<file path="src/rtl/eb_pkg.sv">
// Shared types for the elastic-buffer family of pipeline stages.
package eb_pkg;

    typedef enum logic [1:0] {
        EB_EMPTY = 2'b00,
        EB_HALF  = 2'b01,
        EB_FULL  = 2'b10
    } eb_state_t;

    function automatic logic [1:0] eb_occ(input eb_state_t s);
        case (s)
            EB_HALF: eb_occ = 2'd1;
            EB_FULL: eb_occ = 2'd2;
            default: eb_occ = 2'd0;
        endcase
    endfunction

endpackage

</file>
<file path="src/rtl/eb_dreg.sv">
// Enable-gated data register with asynchronous clear to zero.
module eb_dreg #(
    parameter int DWIDTH = 32
) (
    input  logic              clk,
    input  logic              rstf,
    input  logic              en,
    input  logic [DWIDTH-1:0] d,
    output logic [DWIDTH-1:0] q
);

    always_ff @(posedge clk or negedge rstf) begin
        if (!rstf) begin
            q <= '0;
        end else if (en) begin
            q <= d;
        end
    end

endmodule

</file>
<file path="src/rtl/eb_rskid.sv">
// Skid-buffer pipeline stage: valid, ready and payload all come straight from flops,
// breaking combinational paths in both the forward and the backpressure direction.
import eb_pkg::*;

module eb_rskid #(
    parameter int DWIDTH = 32
) (
    input  logic              clk,
    input  logic              rstf,
    input  logic              flush,
    input  logic [DWIDTH-1:0] t_data,
    input  logic              t_valid,
    output logic              t_ready,
    output logic [DWIDTH-1:0] i_data,
    output logic              i_valid,
    input  logic              i_ready,
    output logic [1:0]        occ
);

    eb_state_t         state;
    eb_state_t         state_nxt;
    logic              push;
    logic              pop;
    logic              main_en;
    logic [DWIDTH-1:0] main_d;
    logic              skid_en;
    logic [DWIDTH-1:0] skid_q;

    assign push = t_valid & t_ready;
    assign pop  = i_valid & i_ready;

    always_comb begin
        state_nxt = EB_EMPTY;
        main_en   = 1'b0;
        main_d    = t_data;
        skid_en   = 1'b0;
        case (state)
            EB_EMPTY: begin
                state_nxt = push ? EB_HALF : EB_EMPTY;
                main_en   = push;
            end
            EB_HALF: begin
                if (push && pop) begin
                    state_nxt = EB_HALF;
                    main_en   = 1'b1;
                end else if (push) begin
                    state_nxt = EB_FULL;
                    skid_en   = 1'b1;
                end else if (pop) begin
                    state_nxt = EB_EMPTY;
                end else begin
                    state_nxt = EB_HALF;
                end
            end
            EB_FULL: begin
                // The skid entry refills main; upstream is held off this cycle.
                if (pop) begin
                    state_nxt = EB_HALF;
                    main_en   = 1'b1;
                    main_d    = skid_q;
                end else begin
                    state_nxt = EB_FULL;
                end
            end
            default: state_nxt = EB_EMPTY;
        endcase
        if (flush) begin
            state_nxt = EB_EMPTY;
            main_en   = 1'b0;
            skid_en   = 1'b0;
        end
    end

    // Outputs are registered from the next state so they always match the state flop.
    always_ff @(posedge clk or negedge rstf) begin
        if (!rstf) begin
            state   <= EB_EMPTY;
            t_ready <= 1'b0;
            i_valid <= 1'b0;
            occ     <= 2'd0;
        end else begin
            state   <= state_nxt;
            t_ready <= (state_nxt != EB_FULL);
            i_valid <= (state_nxt != EB_EMPTY);
            occ     <= eb_occ(state_nxt);
        end
    end

    eb_dreg #(.DWIDTH(DWIDTH)) u_main (
        .clk  (clk),
        .rstf (rstf),
        .en   (main_en),
        .d    (main_d),
        .q    (i_data)
    );

    eb_dreg #(.DWIDTH(DWIDTH)) u_skid (
        .clk  (clk),
        .rstf (rstf),
        .en   (skid_en),
        .d    (t_data),
        .q    (skid_q)
    );

endmodule
</file>
<file path="config.mk">
export PLATFORM = sky130hd
export DESIGN_NAME = eb_rskid
export DESIGN_NICKNAME = d
export VERILOG_FILES = /design/src/rtl/eb_pkg.sv /design/src/rtl/eb_dreg.sv /design/src/rtl/eb_rskid.sv
export SDC_FILE = /design/constraint.sdc
export NUM_CORES = 1
export LEC_CHECK = 0
export ABC_AREA = 0
export CORE_MARGIN = 2
export CORE_UTILIZATION = 51
export DETAILED_ROUTE_END_ITERATION = 8
export GPL_ROUTABILITY_DRIVEN = 0
export PLACE_DENSITY_LB_ADDON = 0.15
export SLEW_MARGIN = 20
export SYNTH_ARGS = -nofsm -noshare
export SYNTH_HDL_FRONTEND = slang
export SYNTH_SLANG_ARGS = --single-unit
</file>
<file path="constraint.sdc">
create_clock -name clk -period 1.82 [get_ports clk]
set_input_delay 0.364 -clock clk [delete_from_list [all_inputs] [get_ports clk]]
set_output_delay 0.364 -clock clk [all_outputs]
set_load 0.05 [all_outputs]
</file>
======== After elaboration in Yosys (flattened, before gate mapping) ========
Cells that the tools add are included.
word-level totals
  word-level logic and storage cells ...... 34
  output and inout port bits .............. 36
  input port bits ......................... 37
  register bits after elaboration ......... 70
cells by class
  bitwise logic cells ..................... 2
  eq/ne operators ......................... 5
  mux-type cells .......................... 18
  reductions and logical operators ........ 3
operator list
  cell                                                             count
  32-bit two-way mux                                               2
  1-bit two-way mux                                                9
  2-bit two-way mux                                                4
  2-bit case mux with 3 select lines                               1
  2-bit by 1-bit == test with 1-bit output, second input constant  2
  2-bit == test, second input constant                             2
  2-bit case mux with 2 select lines                               1
  1-bit case mux with 3 select lines                               1
  1-bit AND                                                        2
  2-bit zero test                                                  1
  2-bit inequality test, second input constant                     1
  2-bit nonzero test                                               1
  1-bit logical AND                                                1

======== Depth between registers and ports, before layout ========
Gate-level depths: netlist (run 1).
  depth after elaboration ................. 8
  gate-level depth with buffers ........... 7
  depth with buffers taken out ............ 6

======== Cells and area by module ========
From an unflattened synthesis (run 1), not the netlist that was laid out.
second synthesis, totals
  cell total of the unflattened synthesis .. 204
  area total of the unflattened synthesis .. 3530.9 um2
modules (own cells, without submodules)
  module    cells each  area each (um2)  times used  seq. area each (um2)
  eb_dreg   68          1345.0           2           800.8
  eb_rskid  68          840.8            1           150.1

======== Least setup slack after synthesis (run 1) ========
Ideal clock, no wire load.
  path kind ............................... register -> register
  from .................................... register i_valid
  to ...................................... register u_main.q[5]
  period minus slack after synthesis ...... 1.954 ns
  data required time ...................... 1.680 ns
  setup time .............................. 0.140 ns
  slack ................................... -0.134 ns
  buffers on the path ..................... 1
  cell stages (with the launch flop) ...... 8
  arrival time ............................ 1.814 ns
  cell sequence ........................... dfrtp_1 > nand2_1 > inv_1 > ha_1 > nand2_1 > clkbuf_1 > a2111oi_0 > a211oi_1
on the way
  word-level cells in the longest chain between the ends .. 5
  elaborated cells on any way between the ends .. 8
  those cells by class .................... mux: 6; bitwise: 1; reduce/logical: 1
RTL lines
  item                                line            text
  from (decl)                         eb_rskid.sv:15  output logic i_valid,
  from (signal assigned)              eb_rskid.sv:84  i_valid <= (state_nxt != EB_EMPTY);
  1-bit AND (*)                       eb_rskid.sv:30  assign pop = i_valid & i_ready;
  1-bit logical AND                   eb_rskid.sv:43  if (push && pop) begin
  1-bit two-way mux                   eb_rskid.sv:43
  1-bit case mux with 3 select lines  eb_rskid.sv:37  case (state)
  1-bit two-way mux                   eb_rskid.sv:67  if (flush) begin
  to (signal assigned)                eb_dreg.sv:14   q <= '0;
  to (signal assigned)                eb_dreg.sv:16   q <= d;
  to (decl)                           eb_dreg.sv:9    output logic [DWIDTH-1:0] q
Mark *: on every way between the ends. The rest lies on a longest branch, timed or not.
A chain may end at the register's enable or synchronous reset.

======== Worst setup path after layout (run 1) ========
  from .................................... input port t_valid
  to ...................................... register u_main.q[8]
on the way
  word-level cells in the longest chain between the ends .. 5
RTL lines
  item                                    line            text
  from (decl)                             eb_rskid.sv:12  input logic t_valid,
  1-bit AND (*)                           eb_rskid.sv:29  assign push = t_valid & t_ready;
  1-bit logical AND                       eb_rskid.sv:43
  1-bit two-way mux                       eb_rskid.sv:43
  1-bit case mux with 3 select lines (*)  eb_rskid.sv:37
  1-bit two-way mux (*)                   eb_rskid.sv:67
Marks and branches as above.

==> impl_metrics.csv, run 1 <==
group,metric,value,unit
power_and_ir_drop,sw_power,2.147,mW
worst_setup_path,worstPathCellList,"clkdlybuf4s50_1 -> and2_4 -> ha_1 -> nand2_1 -> buf_12 -> a2111oi_0 -> a211oi_1",
clock_network,cts_made_buffers,9,
layout,mostFrequentLayoutCell,"dfrtp_1",
power_and_ir_drop,sw_frac_of_total,37.31,%
flow_run,max_cap_violations,0,
sta,tightest_slew,480.4,ps
placement,placed_cells_incl_taps,430,
worst_setup_path,timing.critical_path.to_type,"flip-flop",
layout,drive_above_1_share,25.61,%
layout,most-common-layout-cells,"68 x dfrtp_1, 52 x buf_4, 34 x clkdlybuf4s50_1, 33 x nor3_1, 33 x a21oi_1",
clock_network,clkSlewWorstSetupHoldPaths,80,ps
layout,antenna_diode_count,0,
sta,rsz0062_at_grt,"yes",
power_and_ir_drop,power_report.internal_total,3.607,mW
clock_network,clockBufferDepth,2,
worst_setup_path,crit-reg2reg-launch,"i_valid$_DFF_PN0_",
drt,drcViolationCount,0,
sta,timing.slew.headroom,68.10,%
drt,finalWirelength,8.791,mm
floorplanning,floorplan.die.width,84.97,µm
sta,clock.fmax,0.5385,GHz
layout,layout.core_utilization,70.76,%
drt,detailedRoute.firstIterationViolations,176,
synthesis,ys_warn_count,0,
drt,met2_wirelength,4.253,mm
drt,highest_layer,"met4",
worst_hold_path,holdCritPathClass,"in2async",
placement,port_buffers,72,
clock_network,clock_sink_count,70,
clock_network,clk-insertion-delay-late,350,ps
synthesis,synth_seq_area_share,52.40,%
layout,layout.area.seq,0.001754,mm²
power_and_ir_drop,combPwrFrac,35.0,%
global_route,grt_first_pass_wirelength,14.59,mm
drt,wl_per_cell,19.62,µm
drt,firstDrtPassIters,4,
floorplanning,core-area,0.006350,mm²
power_and_ir_drop,part_of_the_total_power_dissipated_in_the_clock_network,23.8,%
worst_setup_path,reg2reg_setup_slack,70,ps
placement,hpwl,5.177,mm
worst_setup_path,timing.reg2reg.worst_path_depth,7,
worst_setup_path,worstPathArrival,2060,ps
worst_setup_path,critical_path.startpoint,"t_valid",
global_route,grt_overflow,0,
drt,total_met3_wirelength_after_detailed_routing,450,µm
outcome,violations,"negative setup slack",
global_route,grt_pass1_vias,2952,
layout,area_growth_syn_to_layout,34.39,%
sta,finalSetupViolations,3,
synthesis,syn-mean-instance-area,11.41,µm²
power_and_ir_drop,cellLeakagePower,1.808,nW
outcome,run_status,"finished, violations left",
placement,pre_cts_slack,-403.7,ps
sta,report.final.hold_viol_count,0,
synthesis,synthesized_netlist_cell_count,293,
sta,worst_clock_skew,10.21,ps
synthesis,synthDistinctLibCells,31,
worst_setup_path,timing.critical_path.fanout_max,32,
worst_setup_path,critical_path_class,"in2reg",
floorplanning,initial_core_util,52.65,%
synthesis,synth_top_area_cell,"dfrtp_1",
drt,number_of_vias_after_detailed_routing,2817,
drt,wl_met1,3.956,mm
synthesis,synthesis.area,0.003343,mm²
floorplanning,rows,29,
power_and_ir_drop,seq_power_share,41.2,%
clock_network,clockRootBuffer,"clkbuf_8",
global_route,grt_antenna_before_repair,0,
clock_network,cts_post_setup_buffers_inserted,0,
floorplanning,floorplan.die_area,0.007219,mm²
worst_setup_path,critical-path-slowest-cell,"clkdlybuf4s50_1",
layout,net_count_reported_at_finish,406,
worst_setup_path,regToRegEndpoint,"u_main.q[8]$_DFFE_PN0P_",
synthesis,synth.net_count,332,
synthesis,synth.top_cells.by_area,"dfrtp_1 52%, mux2_1 11%, a2111oi_0 8.4%",
power_and_ir_drop,worst_ir_drop_on_vdd,0.7675,mV
drt,post_drt_via_cell_ratio,6.288,
sta,slew_violations,0,
floorplanning,die_h,84.97,µm
global_route,grtUsageTotal,25.33,%
layout,final_cell_count_no_fill,448,
power_and_ir_drop,power.density_cell_area,1281,mW/mm²
floorplanning,pin_count,73,
drt,drt.antenna.violating_nets,0,
worst_setup_path,setup.worst_path.start_class,"input pin",
worst_setup_path,timing.critical_path.max_delay_family,"buffers and inverters",
worst_setup_path,critical_path.n_buffers_inverters,2,
synthesis,synth-seq-cells,70,
worst_setup_path,critical-path-max-stage-delay,480,ps
layout,multiInputGateArea,0.001470,mm²
worst_setup_path,crit_required,2030,ps
synthesis,synth_top_cell_area_share,52.40,%
sta,final_worst_setup_slack,-36.95,ps
global_route,grt_start_max_net_pins,71,
clock_network,cts_tree,"done",
clock_network,maximum_level_of_the_cts_h_tree,3,
sta,min_period_over_period,102.0,%
layout,fillers,446,
sta,period_minus_slack,1857,ps
-- power groups by stage --
| stage | clock (mW) | combinational [mW] | sequential, mW |
|---|---|---|---|
| 2_1_floorplan | 0 | 0.600 | 3.04 |
| 3_3_place_gp | 0 | 1.94 | 2.36 |
| 3_5_place_dp | 0 | 1.97 | 2.38 |
| 4_1_cts | 1.38 | 1.97 | 2.36 |
| 5_1_grt | 1.45 | 2.15 | 2.42 |
| 6_report | 1.37 | 2.02 | 2.37 |
-- metrics by stage --
stage               area (µm²)  power [mW]  hold slack, ps  setup TNS, ps
finish                    4493       5.754           37.94         -60.95
global route              4493       6.018           74.67          -1697
CTS                       4370       5.715           50.21              0
detailed placement        4154       4.346           416.5         -20840
global placement          4154       4.295           419.6         -19230
floorplan                 3346       3.640           68.41              0
-- metal layers --
layer  vias to the layer above  global-route usage, %
met3                        14                  4.572
met4                         0                  9.668
met5                         -                      0
met2                        95                  40.20
met1                      1418                  34.90
li1                       1290                      -
-- Yosys cell counts, drive strengths merged --
cell type / n
dfrtp: 70
a21oi: 33
nor3: 33
a2111oi: 32
a211oi: 32
mux2: 32
clkbuf: 22
buf: 14
inv: 3
nand3b: 3
ha: 2
nand2: 2
nor2: 2
nor2b: 2
a21o: 1
a22o: 1
a22oi: 1
a31o: 1
and2: 1
and3: 1
and3b: 1
nand3: 1
nand4b: 1
nand4bb: 1
o21ai: 1
-- layout make-up --
cell class	count	share of cell area (%)
Tap cell	77	2.144
Clock buffer	9	2.757
Sequential cell	70	39.04
Inverter	3	0.2506
Timing Repair Buffer	99	21.16
Multi-Input combinational cell	184	32.72
Clock inverter	6	1.921
-- flip-flops by register name, indices dropped and copies added, names as in the netlist --
register  count
occ           2
state         2
i_valid       1
u_skid.q     32
t_ready       1
u_main.q     32
-- how the worst max path moves through the flow --
stage / endpoint / slack [ps] / depth (start not counted)
4_1_cts: u_main.q[3]$_DFFE_PN0P_ / 4 / 7
5_1_grt: u_main.q[18]$_DFFE_PN0P_ / -90 / 8
2_1_floorplan: u_main.q[5]$_DFFE_PN0P_ / 50 / 7
3_5_place_dp: u_main.q[13]$_DFFE_PN0P_ / -400 / 7
3_3_place_gp: u_skid.q[13]$_DFFE_PN0P_ / -350 / 7
6_report: u_main.q[8]$_DFFE_PN0P_ / -40 / 7
-- worst register-to-register path: cells and delay by family, from the launching register on --
kind            cells  cell delay [ps]
compound gates      2              600
simple gates        2              180
flops               1              400
fa+ha+maj           1              180
buf+inv             2              250
-- what timing repair did --
item	in CTS	in global routing
pin swaps	0	1
gates cloned	0	3
resized for setup	5	24
setup endpoints to repair	5	55
hold buffers	0	0
-- cell families after synthesis --
family | after synthesis | synth area share, %
DFF | 70 | 52.40
buffers and inverters | 39 | 5.726
muxes | 32 | 10.78
AOI/OAI and AO/OA | 102 | 21.63
adders and majority gates | 2 | 0.7484
and+or+nand+nor | 48 | 8.720
No activity file was read; power rests on OpenSTA's default activity.
==> run 2, diff against run 1 <==
CTS_BUF_LIST = sky130_fd_sc_hd__clkbuf_16   (was unset)
==> impl_metrics.csv, run 2 (synthesis gave the netlist of run 1 again) <==
group,metric,value,unit
outcome,run_status,"finished, violations left",
outcome,violations,"negative setup slack",
clock_network,maximum_level_of_the_cts_h_tree,3,
power_and_ir_drop,p_total,6.386,mW
layout,net_count_reported_at_finish,408,
sta,period_minus_slack,1889,ps
drt,number_of_vias_after_detailed_routing,2979,
layout,mostFrequentLayoutCell,"dfrtp_1",
drt,drt.antenna.violating_nets,0,
layout,most-common-layout-cells,"68 x dfrtp_1, 52 x buf_4, 33 x nor3_1, 33 x a21oi_1, 33 x clkdlybuf4s50_1",
worst_setup_path,timing.critical_path.to_type,"flip-flop",
floorplanning,initial_core_util,52.65,%
global_route,grt_antenna_before_repair,0,
clock_network,cts_tree,"done",
worst_setup_path,timing.critical_path.fanout_max,16,
sta,finalSetupViolations,3,
drt,post_drt_via_cell_ratio,6.620,
layout,area_growth_syn_to_layout,43.94,%
drt,detailedRoute.firstIterationViolations,179,
clock_network,clock_sink_count,70,
floorplanning,core-area,0.006350,mm²
sta,slew_violations,0,
layout,total_non_filler_cell_area_in_the_finished_layout,0.004812,mm²
sta,min_period_over_period,103.8,%
clock_network,holdBufCountCts,0,
worst_setup_path,critical-path-max-stage-delay,530,ps
sta,final_worst_setup_slack,-68.51,ps
sta,tightest_slew,573.4,ps
global_route,grt_overflow,0,
floorplanning,pin_count,73,
floorplanning,floorplan.die_area,0.007219,mm²
power_and_ir_drop,power.density_cell_area,1327,mW/mm²
sta,rsz0062_at_grt,"yes",
drt,wl_per_cell,22.07,µm
clock_network,clk-insertion-delay-late,330,ps
layout,antenna_diode_count,0,
power_and_ir_drop,worst_ir_drop_on_vdd,0.8130,mV
layout,top_regs,"u_main.q (32), u_skid.q (32)",
clock_network,clkSlewWorstSetupHoldPaths,60,ps
drt,drcViolationCount,0,
flow_run,max_cap_violations,0,
global_route,grt_first_pass_wirelength,14.79,mm
global_route,grt_start_max_net_pins,71,
drt,firstDrtPassIters,4,
worst_setup_path,critical-path-slowest-cell,"a2111oi_0",
placement,hpwl,5.177,mm
worst_hold_path,holdCritPathClass,"in2async",
placement,placed_cell_area,0.004154,mm²
global_route,grt_pass1_vias,3006,
floorplanning,floorplan.die.width,84.97,µm
clock_network,clockRootBuffer,"clkbuf_16",
clock_network,clockBufferDepth,2,
sta,timing.slew.headroom,61.77,%
power_and_ir_drop,cellLeakagePower,1.937,nW
worst_setup_path,crit_required,2010,ps
placement,port_buffers,72,
worst_setup_path,critical_path_class,"in2reg",
drt,finalWirelength,9.932,mm
sta,report.final.hold_viol_count,0,
worst_setup_path,worstPathArrival,2080,ps
floorplanning,die_h,84.97,µm
floorplanning,rows,29,
clock_network,cts_made_buffers,9,
worst_setup_path,setup.worst_path.start_class,"input pin",
sta,worst_clock_skew,6.287,ps
worst_setup_path,worstPathCellList,"clkdlybuf4s50_1 -> nand2_1 -> inv_1 -> ha_4 -> nand2_4 -> buf_12 -> a2111oi_0 -> a211oi_1",
sta,clock.fmax,0.5295,GHz
layout,fillers,393,
layout,drive_above_1_share,31.37,%
global_route,grtUsageTotal,25.91,%
-- run 2: per-layer routing --
metal	global-route usage, %	routed length (µm)	vias to the layer above	share of wire [%]
met2	41.26	4894	156	49
met1	34.58	4176	1495	42
met4	10.25	170	0	1.7
met5	0	0	-	0
li1	-	-	1308	-
met3	5.934	690	20	6.9
-- run 2: area by class of cell --
class | count | area [µm²] | share of cell area (%)
Clock buffer | 9 | 225.2 | 4.680
Clock inverter | 6 | 86.33 | 1.794
Inverter | 3 | 11.26 | 0.2340
Multi-Input combinational cell | 184 | 1629 | 33.85
Sequential cell | 70 | 1754 | 36.45
Tap cell | 77 | 96.34 | 2.002
Timing Repair Buffer | 101 | 1010 | 20.98
-- run 2: final timing paths --
check                                         startpoint                        to  slack (ps)  cells past startpoint
worst max-delay path                             i_ready  u_main.q[11]$_DFFE_PN0P_         -70                      8
worst min-delay path                                rstf          occ[0]$_DFF_PN0_          60                      2
worst max register to register         i_valid$_DFF_PN0_  u_main.q[11]$_DFFE_PN0P_          40                      7
worst min register to register  u_skid.q[13]$_DFFE_PN0P_  u_skid.q[13]$_DFFE_PN0P_         490                      1
max in group asynchronous                           rstf         i_valid$_DFF_PN0_        1470                      2
min in group clk                u_skid.q[13]$_DFFE_PN0P_  u_skid.q[13]$_DFFE_PN0P_         490                      1
-- run 2: through the flow --
stage	setup WS, ps	setup TNS [ps]	util, %	cells	hold WS (ps)
after floorplan	45.47	0	-	293	68.41
after global placement	-352.9	-19230	65.42	430	419.6
after detailed placement	-403.7	-20840	65.42	430	416.5
after CTS	10.41	0	71.25	446	72.03
after global routing	-149.5	-1514	75.78	450	95.10
final	-68.51	-102.7	75.78	450	55.23
-- run 2: what timing repair did --
item	CTS	global route
setup buffers	0	0
gates resized for setup	14	46
endpoints found under the setup margin	26	61
gates cloned	1	4
pin swaps	0	2
-- run 2: where the power goes --
group	switching, mW	leakage (nW)	total [mW]	internal (mW)
combinational	1.31	0.974	2.13	0.828
clock	0.670	0.152	1.86	1.19
sequential	0.314	0.811	2.39	2.08
-- run 2: worst max-delay path: cells and delay by family --
kind | cells | cell delay, ps
AOI/OAI and AO/OA | 2 | 630
adders and majority gates | 1 | 160
buffers and inverters | 3 | 760
and+or+nand+nor | 2 | 160
